===== src/rtl/mem_arb_pkg.sv =====
// Shared constants for the memory port arbiter: FSM state encoding,
// transaction owner encoding and the full-word byte-enable pattern.
package mem_arb_pkg;

    localparam logic [1:0] ST_IDLE = 2'd0;
    localparam logic [1:0] ST_ADDR = 2'd1;
    localparam logic [1:0] ST_WAIT = 2'd2;

    localparam logic OWNER_INST = 1'b0;
    localparam logic OWNER_DATA = 1'b1;

    localparam logic [3:0] SEL_WORD = 4'hF;

endpackage


===== src/rtl/arb_grant.sv =====
// Grant selection between the fetch and load/store requesters.
// Default build: fixed data priority (MEM holds the older instruction).
// With MEM_ARB_RR_EN defined: round-robin, the requester that did not
// win the previous grant wins a tie.
module arb_grant
    import mem_arb_pkg::*;
(
    input  logic grant_en,
    input  logic inst_req,
    input  logic data_req,
`ifdef MEM_ARB_RR_EN
    input  logic last_owner,
`endif
    output logic grant_inst,
    output logic grant_data
);

    // Pick at most one winner whenever the arbiter is able to grant.
    always_comb begin
        grant_inst = 1'b0;
        grant_data = 1'b0;
        if (!grant_en) begin
            grant_inst = 1'b0;
            grant_data = 1'b0;
        end else if (inst_req && data_req) begin
`ifdef MEM_ARB_RR_EN
            if (last_owner == OWNER_DATA) begin
                grant_inst = 1'b1;
            end else begin
                grant_data = 1'b1;
            end
`else
            grant_data = 1'b1;
`endif
        end else begin
            grant_inst = inst_req;
            grant_data = data_req;
        end
    end

endmodule


===== src/rtl/mem_port_arbiter.sv =====
// Shares one SRAM-like memory port between the fetch (IF) and load/store
// (MEM) requesters with a single outstanding transaction.
// Optional feature macro: MEM_ARB_RR_EN selects round-robin arbitration
// instead of fixed data priority.
module mem_port_arbiter
    import mem_arb_pkg::*;
#(
    parameter int ADDR_W = 32,
    parameter int DATA_W = 32
)
(
    input  logic              clk,
    input  logic              rst,
    input  logic              inst_req,
    input  logic [ADDR_W-1:0] inst_addr,
    output logic              inst_addr_ok,
    output logic              inst_data_ok,
    output logic [DATA_W-1:0] inst_rdata,
    input  logic              data_req,
    input  logic              data_wr,
    input  logic [3:0]        data_sel,
    input  logic [ADDR_W-1:0] data_addr,
    input  logic [DATA_W-1:0] data_wdata,
    output logic              data_addr_ok,
    output logic              data_data_ok,
    output logic [DATA_W-1:0] data_rdata,
    input  logic              flush,
    output logic              mem_req,
    output logic              mem_wr,
    output logic [3:0]        mem_sel,
    output logic [ADDR_W-1:0] mem_addr,
    output logic [DATA_W-1:0] mem_wdata,
    input  logic              mem_addr_ok,
    input  logic              mem_data_ok,
    input  logic [DATA_W-1:0] mem_rdata,
    output logic              busy
);

    logic [1:0]        state_r;
    logic              owner_r;
    logic              discard_r;
    logic              buf_wr_r;
    logic [3:0]        buf_sel_r;
    logic [ADDR_W-1:0] buf_addr_r;
    logic [DATA_W-1:0] buf_wdata_r;
    logic              inst_data_ok_r;
    logic              data_data_ok_r;
    logic [DATA_W-1:0] inst_rdata_r;
    logic [DATA_W-1:0] data_rdata_r;

    logic grant_en_s;
    logic grant_inst_s;
    logic grant_data_s;
    logic grant_any_s;
    logic in_addr_s;
    logic resp_s;
    logic inst_keep_s;

    // Grants are only possible from IDLE and never while reset is held,
    // so the combinational addr_ok outputs stay low during reset.
    assign grant_en_s  = (state_r == ST_IDLE) && rst;
    assign grant_any_s = grant_inst_s || grant_data_s;
    assign in_addr_s   = (state_r == ST_ADDR);
    assign resp_s      = (state_r == ST_WAIT) && mem_data_ok;
    // A flush arriving together with the response still kills the fetch.
    assign inst_keep_s = !(discard_r || flush);

`ifdef MEM_ARB_RR_EN
    logic last_owner_r;

    // Remember who won the most recent grant for round-robin tie-breaks.
    always_ff @(posedge clk or negedge rst) begin
        if (!rst) begin
            last_owner_r <= OWNER_DATA;
        end else if (grant_any_s) begin
            last_owner_r <= grant_data_s ? OWNER_DATA : OWNER_INST;
        end else begin
            last_owner_r <= last_owner_r;
        end
    end
`endif

    arb_grant u_arb_grant (
        .grant_en   (grant_en_s),
        .inst_req   (inst_req),
        .data_req   (data_req),
`ifdef MEM_ARB_RR_EN
        .last_owner (last_owner_r),
`endif
        .grant_inst (grant_inst_s),
        .grant_data (grant_data_s)
    );

    assign inst_addr_ok = grant_inst_s;
    assign data_addr_ok = grant_data_s;
    assign inst_data_ok = inst_data_ok_r;
    assign data_data_ok = data_data_ok_r;
    assign inst_rdata   = inst_rdata_r;
    assign data_rdata   = data_rdata_r;
    assign busy         = (state_r != ST_IDLE);

    // Transaction FSM and owner tracking: IDLE -> ADDR -> WAIT -> IDLE.
    always_ff @(posedge clk or negedge rst) begin
        if (!rst) begin
            state_r <= ST_IDLE;
            owner_r <= OWNER_INST;
        end else begin
            case (state_r)
                ST_IDLE: begin
                    if (grant_any_s) begin
                        state_r <= ST_ADDR;
                        owner_r <= grant_data_s ? OWNER_DATA : OWNER_INST;
                    end else begin
                        state_r <= ST_IDLE;
                        owner_r <= owner_r;
                    end
                end
                ST_ADDR: begin
                    state_r <= mem_addr_ok ? ST_WAIT : ST_ADDR;
                end
                ST_WAIT: begin
                    state_r <= mem_data_ok ? ST_IDLE : ST_WAIT;
                end
                default: begin
                    state_r <= ST_IDLE;
                end
            endcase
        end
    end

    // Discard flag: a flushed fetch still completes on the bus but its
    // result is dropped; the flag clears whenever the arbiter is idle.
    always_ff @(posedge clk or negedge rst) begin
        if (!rst) begin
            discard_r <= 1'b0;
        end else if (state_r == ST_IDLE) begin
            discard_r <= grant_inst_s && flush;
        end else if ((owner_r == OWNER_INST) && flush) begin
            discard_r <= 1'b1;
        end else begin
            discard_r <= discard_r;
        end
    end

    // Request buffer: capture the winning request at grant time.
    always_ff @(posedge clk or negedge rst) begin
        if (!rst) begin
            buf_wr_r    <= 1'b0;
            buf_sel_r   <= 4'h0;
            buf_addr_r  <= {ADDR_W{1'b0}};
            buf_wdata_r <= {DATA_W{1'b0}};
        end else if (grant_data_s) begin
            buf_wr_r    <= data_wr;
            buf_sel_r   <= data_sel;
            buf_addr_r  <= data_addr;
            buf_wdata_r <= data_wdata;
        end else if (grant_inst_s) begin
            buf_wr_r    <= 1'b0;
            buf_sel_r   <= SEL_WORD;
            buf_addr_r  <= inst_addr;
            buf_wdata_r <= {DATA_W{1'b0}};
        end else begin
            buf_wr_r    <= buf_wr_r;
            buf_sel_r   <= buf_sel_r;
            buf_addr_r  <= buf_addr_r;
            buf_wdata_r <= buf_wdata_r;
        end
    end

    // Response routing: one-cycle pulse and read-data capture for the owner.
    always_ff @(posedge clk or negedge rst) begin
        if (!rst) begin
            inst_data_ok_r <= 1'b0;
            data_data_ok_r <= 1'b0;
            inst_rdata_r   <= {DATA_W{1'b0}};
            data_rdata_r   <= {DATA_W{1'b0}};
        end else if (resp_s && (owner_r == OWNER_DATA)) begin
            inst_data_ok_r <= 1'b0;
            data_data_ok_r <= 1'b1;
            data_rdata_r   <= mem_rdata;
        end else if (resp_s && inst_keep_s) begin
            inst_data_ok_r <= 1'b1;
            data_data_ok_r <= 1'b0;
            inst_rdata_r   <= mem_rdata;
        end else begin
            inst_data_ok_r <= 1'b0;
            data_data_ok_r <= 1'b0;
        end
    end

    // Port drive: the buffered request is presented only in ADDR.
    always_comb begin
        mem_req   = 1'b0;
        mem_wr    = 1'b0;
        mem_sel   = 4'h0;
        mem_addr  = {ADDR_W{1'b0}};
        mem_wdata = {DATA_W{1'b0}};
        if (in_addr_s) begin
            mem_req   = 1'b1;
            mem_wr    = buf_wr_r;
            mem_sel   = buf_sel_r;
            mem_addr  = buf_addr_r;
            mem_wdata = buf_wdata_r;
        end else begin
            mem_req   = 1'b0;
            mem_wr    = 1'b0;
            mem_sel   = 4'h0;
            mem_addr  = {ADDR_W{1'b0}};
            mem_wdata = {DATA_W{1'b0}};
        end
    end

endmodule


===== config.mk =====
export PLATFORM = sky130hd
export DESIGN_NAME = mem_port_arbiter
export DESIGN_NICKNAME = d
export VERILOG_FILES = /design/src/rtl/mem_arb_pkg.sv /design/src/rtl/arb_grant.sv /design/src/rtl/mem_port_arbiter.sv
export SDC_FILE = /design/constraint.sdc
export NUM_CORES = 1
export LEC_CHECK = 0
export BUFFER_PORTS_ARGS = -buffer_cell sky130_fd_sc_hd__buf_4
export CAP_MARGIN = 20
export CORE_ASPECT_RATIO = 1.2
export CORE_UTILIZATION = 42
export CTS_CLUSTER_DIAMETER = 80
export DETAILED_ROUTE_END_ITERATION = 6
export PLACE_DENSITY = 0.81
export SLEW_MARGIN = 20
export SYNTH_ARGS = -nofsm -noshare
export SYNTH_HDL_FRONTEND = slang
export SYNTH_SLANG_ARGS = --single-unit

===== constraint.sdc =====
create_clock -name clk -period 1.8 [get_ports clk]
set_input_delay 0.09 -clock clk [delete_from_list [all_inputs] [get_ports clk]]
set_output_delay 0.09 -clock clk [all_outputs]
set_load 0.005 [all_outputs]

Yosys cells after proc, flatten, opt, wreduce, memory -nomap -nowiden
Cells that the tools add are included.
{ "totals": {"regBits": 139, "latchBits": 0, "ram_bits": 0, "rom_bits": 0, "in_bits": 140, "output_inout_bits": 139, "word_cells": 58, "mem_count": 0} }
{ "op_classes": {"n_addsub": 0, "n_mul": 0, "div": 0, "order_cmp": 0, "eq_ne": 2, "shifts": 0, "n_mux": 27, "bitwise_logic": 2, "n_reduce_logical": 16} }
{ "ops": {"columns": ["op", "n"], "rows": [
  ["two-way mux 32 bit", 6],
  ["two-way mux 1 bit", 15],
  ["two-way mux 4 bit", 3],
  ["logical AND 1 bit", 7],
  ["case mux 2 bit (3 select lines)", 1],
  ["nonzero test 2 bit", 3],
  ["two-way mux 2 bit", 2],
  ["AND reduction 2 bit", 2],
  ["equality test 2 x 1 -> 1 bit, second input constant", 1],
  ["equality test 2 bit, second input constant", 1],
  ["zero test 2 bit", 1],
  ["logical OR 1 bit", 2],
  ["NOT 1 bit", 2],
  ["zero test 1 bit", 1]
]} }

Longest topological paths before layout
{ "logic_depth": {"word_depth": 6, "mapped_depth": 6, "ltp_nobuf": 4} }

Hierarchy
Synthesis repeated with hierarchy kept, for this count alone.
{ "unflattened": {"cells_unflattened": 468, "area_unflattened_um2": 6005.8} }
{ "by_module_without_submodules": {"columns": ["module", "instances", "cells_per_inst", "area_per_inst_um2", "seq_area_each_um2"], "rows": [
  ["mem_port_arbiter", 1, 466, 5989.5, 3478.3],
  ["arb_grant", 1, 2, 16.3, 0.0]
]} }

Worst setup path after synthesis
Ideal clock, no wire load.
{ "synth_timing": {"path_kind": "reg-to-reg", "from": "register state_r[1]", "to": "register buf_addr_r[10]", "setup_ns": 0.123, "t_arrival_ns": 1.548, "t_required_ns": 1.677, "path_slack_ns": 0.130, "stages_incl_launch_ff": 7, "n_path_buf": 3, "period_less_slack_ns": 1.670, "cell_sequence": "dfrtp_1 -> buf_6 -> or3b_1 -> buf_6 -> buf_6 -> o32a_1 -> o221a_2"} }
{ "synth_via": {"elab_chain_cells": 4} }
{ "synth_rtl": {"columns": ["item", "line", "text"], "rows": [
  ["start: declaration", "mem_port_arbiter.sv:39", "logic [1:0] state_r;"],
  ["start signal: assignment", "mem_port_arbiter.sv:119", "state_r <= mem_addr_ok ? ST_WAIT : ST_ADDR;"],
  ["start signal: assignment", "mem_port_arbiter.sv:122", "state_r <= mem_data_ok ? ST_IDLE : ST_WAIT;"],
  ["zero test 2 bit (*)", "mem_port_arbiter.sv:61", "assign grant_en_s = (state_r == ST_IDLE) && rst;"],
  ["logical AND 1 bit (*)", "mem_port_arbiter.sv:61", null],
  ["two-way mux 1 bit", "arb_grant.sv:22", "if (!grant_en) begin"],
  ["two-way mux 32 bit / nonzero test 2 bit (equally long branches)", null, null],
  ["end signal: assignment", "mem_port_arbiter.sv:150", "buf_addr_r <= {ADDR_W{1'b0}};"],
  ["end signal: assignment", "mem_port_arbiter.sv:155", "buf_addr_r <= data_addr;"],
  ["end signal: assignment", "mem_port_arbiter.sv:160", "buf_addr_r <= inst_addr;"],
  ["end: declaration", "mem_port_arbiter.sv:44", "logic [ADDR_W-1:0] buf_addr_r;"]
]} }
Every way passes the cells marked *; elsewhere a longest branch is shown, timed or not.
A chain may end at the register's enable or synchronous reset.

Worst setup path in the final report
{ "layout_timing": {"from": "register state_r[0]", "to": "register buf_addr_r[9]"} }
The elaborated chain is that of the path after synthesis.

==> qor.log <==
[run_status] status complete, but fails checks
[run_status] violated checks DRC, setup timing
[drt] total wire length after detailed routing 21800 µm
[place] # port buffers 278
[die] number of ports placed on the die boundary 279
[clock_network] clock net sink count 139
[global_route] via count of the first global-routing pass 5945
[worst_setup_path] endpoint type of the worst setup path flop
[drt] vias after detailed routing 5689
[sta] final worst clock skew 9.59 ps
[clock_network] master cell of the clock root buffer sky130_fd_sc_hd__clkbuf_16
[place] area post-placement 8280 µm²
[sta] peak clock frequency supported by timing 0.547 GHz
[die] initial standard-cell utilization of the core 43.2%
[final_layout] area growth from synthesis to layout 73.3%
[power] pwr dens 1550 nW/µm²
[clock_network] number of buffers added by the clock tree synthesis step 17
[final_layout] commonest cells after routing, fill and taps aside sky130_fd_sc_hd__buf_4 (272), sky130_fd_sc_hd__dfrtp_1 (137), sky130_fd_sc_hd__dlygate4sd3_1 (105)
[power] Pwr Total 16.1 mW
[flow_run] MaxCap Viol Count 0
[drt] remaining antenna violation count after routing 0
[die] floorplan die width 111 µm
[die] die span in y 133 µm
[power] maximum vdd ir drop 751 µV
[yosys] cell count after synthesis 439
[yosys] count of cell types in the netlist 24
[sta] worst-case headroom to the max-slew limit 48.1%
[drt] first-pass iteration count of the detailed router 7
[yosys] synthesized area divided by synthesized cell count 13.6 µm²
[final_layout] final-layout fill cell count 802
[worst_setup_path] delay contributed by the slowest stage of the critical path 440 ps
[clock_network] deepest level of the CTS H-tree 4
[global_route] wire length of the first global-routing pass 30400 µm
[power] LEAKAGE 5.02 nW
[sta] minimum period implied by the final worst setup slack 1830 ps
[worst_setup_path] critical path class reg2reg
[yosys] most area-hungry cell type in the Yosys netlist sky130_fd_sc_hd__dfrtp_1
[clock_network] clock latency on the worst-skew pair 410 ps
[final_layout] share of post-route cells with drive strength above 1 56.0%
[sta] final worst slack -27.6 ps
[die] area enclosed by the die boundary 14700 µm²
[drt] routed len/inst 21.5 µm
[final_layout] Final nets 971
[yosys] yosys warns 0
[sta] final setup violation count 8
[global_route] global-route total usage across every layer 26.5%
[worst_setup_path] highest fanout seen on the critical path 5
[drt] post-detailed-route via-to-cell ratio 5.61
[place] Routability Congestion 0.815
[yosys] share of the synthesized area in the top cell type 58.1%
[worst_setup_path] required time reported for the critical path endpoint 2080 ps
[sta] RSZ-0062 raised after global routing yes
[worst_setup_path] arrival time at the worst endpoint 2110 ps
[worst_setup_path] library cell contributing the largest single delay on the critical path sky130_fd_sc_hd__dfrtp_2
[final_layout] post-route cell area 10400 µm²
[sta] final hold violations 0
[yosys] register area share after synthesis 58.1%
[worst_setup_path] Critical Path Start Type flop
[drt] violation count after the first detailed-route iteration 391
[yosys] number of nets produced by synthesis 579
[die] placeable core area 13900 µm²
[sta] Worst-Margin Slew 779 ps
[clock_network] CTS clk-pin slew, worst paths 60 ps
[clock_network] TritonCTS clock tree yes
[worst_hold_path] worst hold-check path type in2async
[sta] portion of the clock cycle consumed by the worst path in the final layout 102%
[yosys] Synth area leaders sky130_fd_sc_hd__dfrtp_1 (58%), sky130_fd_sc_hd__mux2_2 (12%), sky130_fd_sc_hd__and2_1 (7.3%), sky130_fd_sc_hd__o221a_2 (6.0%), sky130_fd_sc_hd__o32a_1 (5.3%)
[final_layout] number of inserted diodes 0
[sta] final worst hold slack 43.1 ps
[global_route] pin count of the biggest net entering global routing 136
[worst_setup_path] critical path, cell by cell or3b_4 > buf_12 > buf_4 > o32a_1 > o221a_2
[yosys] number of storage elements in the synthesis netlist 139
[final_layout] most frequent standard cell in the layout excluding fill and tap cells sky130_fd_sc_hd__buf_4
[yosys] summed instance area of the synthesized netlist 5990 µm²
[place] pre-CTS setup slack 55.3 ps
[sta] Max Slew Vio Count 0
[drt] DRC Markers 36
[global_route] antenna violations before repair 0
[clock_network] Max clock buf depth 2
[global_route] total global routing overflow 0
[place] half-perimeter wire length after detailed placement 11500 µm
[die] num rows 47
[final cells by class]
type / instances / area (µm²) / area share [%]
inverter: 4 / 18.8 / 0.181
timing repair buffer: 413 / 3660 / 35.3
tap: 171 / 214 / 2.06
clock inverter: 11 / 170 / 1.64
sequential: 139 / 3480 / 33.5
multi-input combinational: 256 / 2390 / 23.0
clock buffer: 20 / 447 / 4.30
[registers in the layout (all words and copies together), names as in the netlist]
| signal | flops |
|---|---|
| buf_addr_r | 32 |
| buf_wdata_r | 32 |
| data_rdata | 32 |
| inst_rdata | 32 |
| buf_sel_r | 4 |
| state_r | 2 |
| buf_wr_r | 1 |
| data_data_ok | 1 |
| discard_r | 1 |
| inst_data_ok | 1 |
| owner_r | 1 |
[through the flow]
step | setup TNS [ps] | util [%] | instances
6_report | -89.9 | 74.8 | 1014
5_1_grt | -933 | 74.8 | 1014
4_1_cts | 0 | 72.5 | 1005
3_5_place_dp | 0 | 59.7 | 859
3_3_place_gp | 0 | 59.7 | 859
2_1_floorplan | 0 | - | 439
[where the power goes]
group / internal, mW / switching, mW
logic: 4.23 / 2.47
registers: 4.65 / 1.06
clock network: 2.35 / 1.31
[final timing paths]
path	startpoint	endpoint	slack (ps)	cells past startpoint
max in group asynchronous	rst	buf_addr_r[9]$_DFFE_PN0N_	790	3
max	state_r[0]$_DFF_PN0_	buf_addr_r[9]$_DFFE_PN0N_	-30	5
min reg2reg	buf_wdata_r[27]$_DFFE_PN0N_	buf_wdata_r[27]$_DFFE_PN0N_	500	1
max reg2reg	state_r[0]$_DFF_PN0_	buf_addr_r[9]$_DFFE_PN0N_	-30	5
min in group clk	inst_addr[0]	buf_addr_r[0]$_DFFE_PN0N_	80	3
min	rst	state_r[1]$_DFF_PN0_	40	2
[layer usage]
layer / vias to the layer above / GRT usage [%] / part of all wire (%)
met5: - / 0 / 0
met4: 0 / 14.8 / 4.2
met3: 80 / 6.60 / 8.4
met2: 388 / 46.9 / 52
met1: 2785 / 29.1 / 35
li1: 2436 / - / -
[cells in the mapped netlist]
cell type,instances
sky130_fd_sc_hd__o22a_1,4
sky130_fd_sc_hd__buf_2,11
sky130_fd_sc_hd__o22ai_1,1
sky130_fd_sc_hd__and2_1,70
sky130_fd_sc_hd__inv_1,3
sky130_fd_sc_hd__nand2b_1,3
sky130_fd_sc_hd__o221a_2,32
sky130_fd_sc_hd__clkbuf_1,21
sky130_fd_sc_hd__or2_2,1
sky130_fd_sc_hd__buf_1,3
sky130_fd_sc_hd__o21ai_0,2
sky130_fd_sc_hd__mux2_2,64
sky130_fd_sc_hd__or3b_1,1
sky130_fd_sc_hd__nand2_1,5
sky130_fd_sc_hd__nor2_1,2
sky130_fd_sc_hd__o32a_1,32
sky130_fd_sc_hd__clkinv_1,1
sky130_fd_sc_hd__dfrtp_1,139
sky130_fd_sc_hd__nor2b_1,1
sky130_fd_sc_hd__a22o_1,34
sky130_fd_sc_hd__buf_6,5
sky130_fd_sc_hd__nor3b_4,1
sky130_fd_sc_hd__nor3_1,1
sky130_fd_sc_hd__nand4b_1,2
[cell families after synthesis]
kind of cell | count (synthesis) | share of synthesized area (%)
DFF | 139 | 58.1
AOI/OAI and AO/OA | 105 | 17.2
and+or+nand+nor | 87 | 9.11
muxes | 64 | 12.0
buffers and inverters | 44 | 3.61
[timing repair]
action,4_1_cts,5_1_grt
cloned,1,8
hold buffers,106,0
endpoints found under the setup margin,2,76
pin swaps,2,8
buffers inserted,8,2
gates resized for setup,4,52
hold endpoints to repair,275,0
[critical path, delay by kind of cell (launching register included)]
kind            cells  cell delay [ps]
flops               1              440
buf+inv             2              300
compound gates      2              520
simple gates        1              440
(Power assumes the default switching activity.)
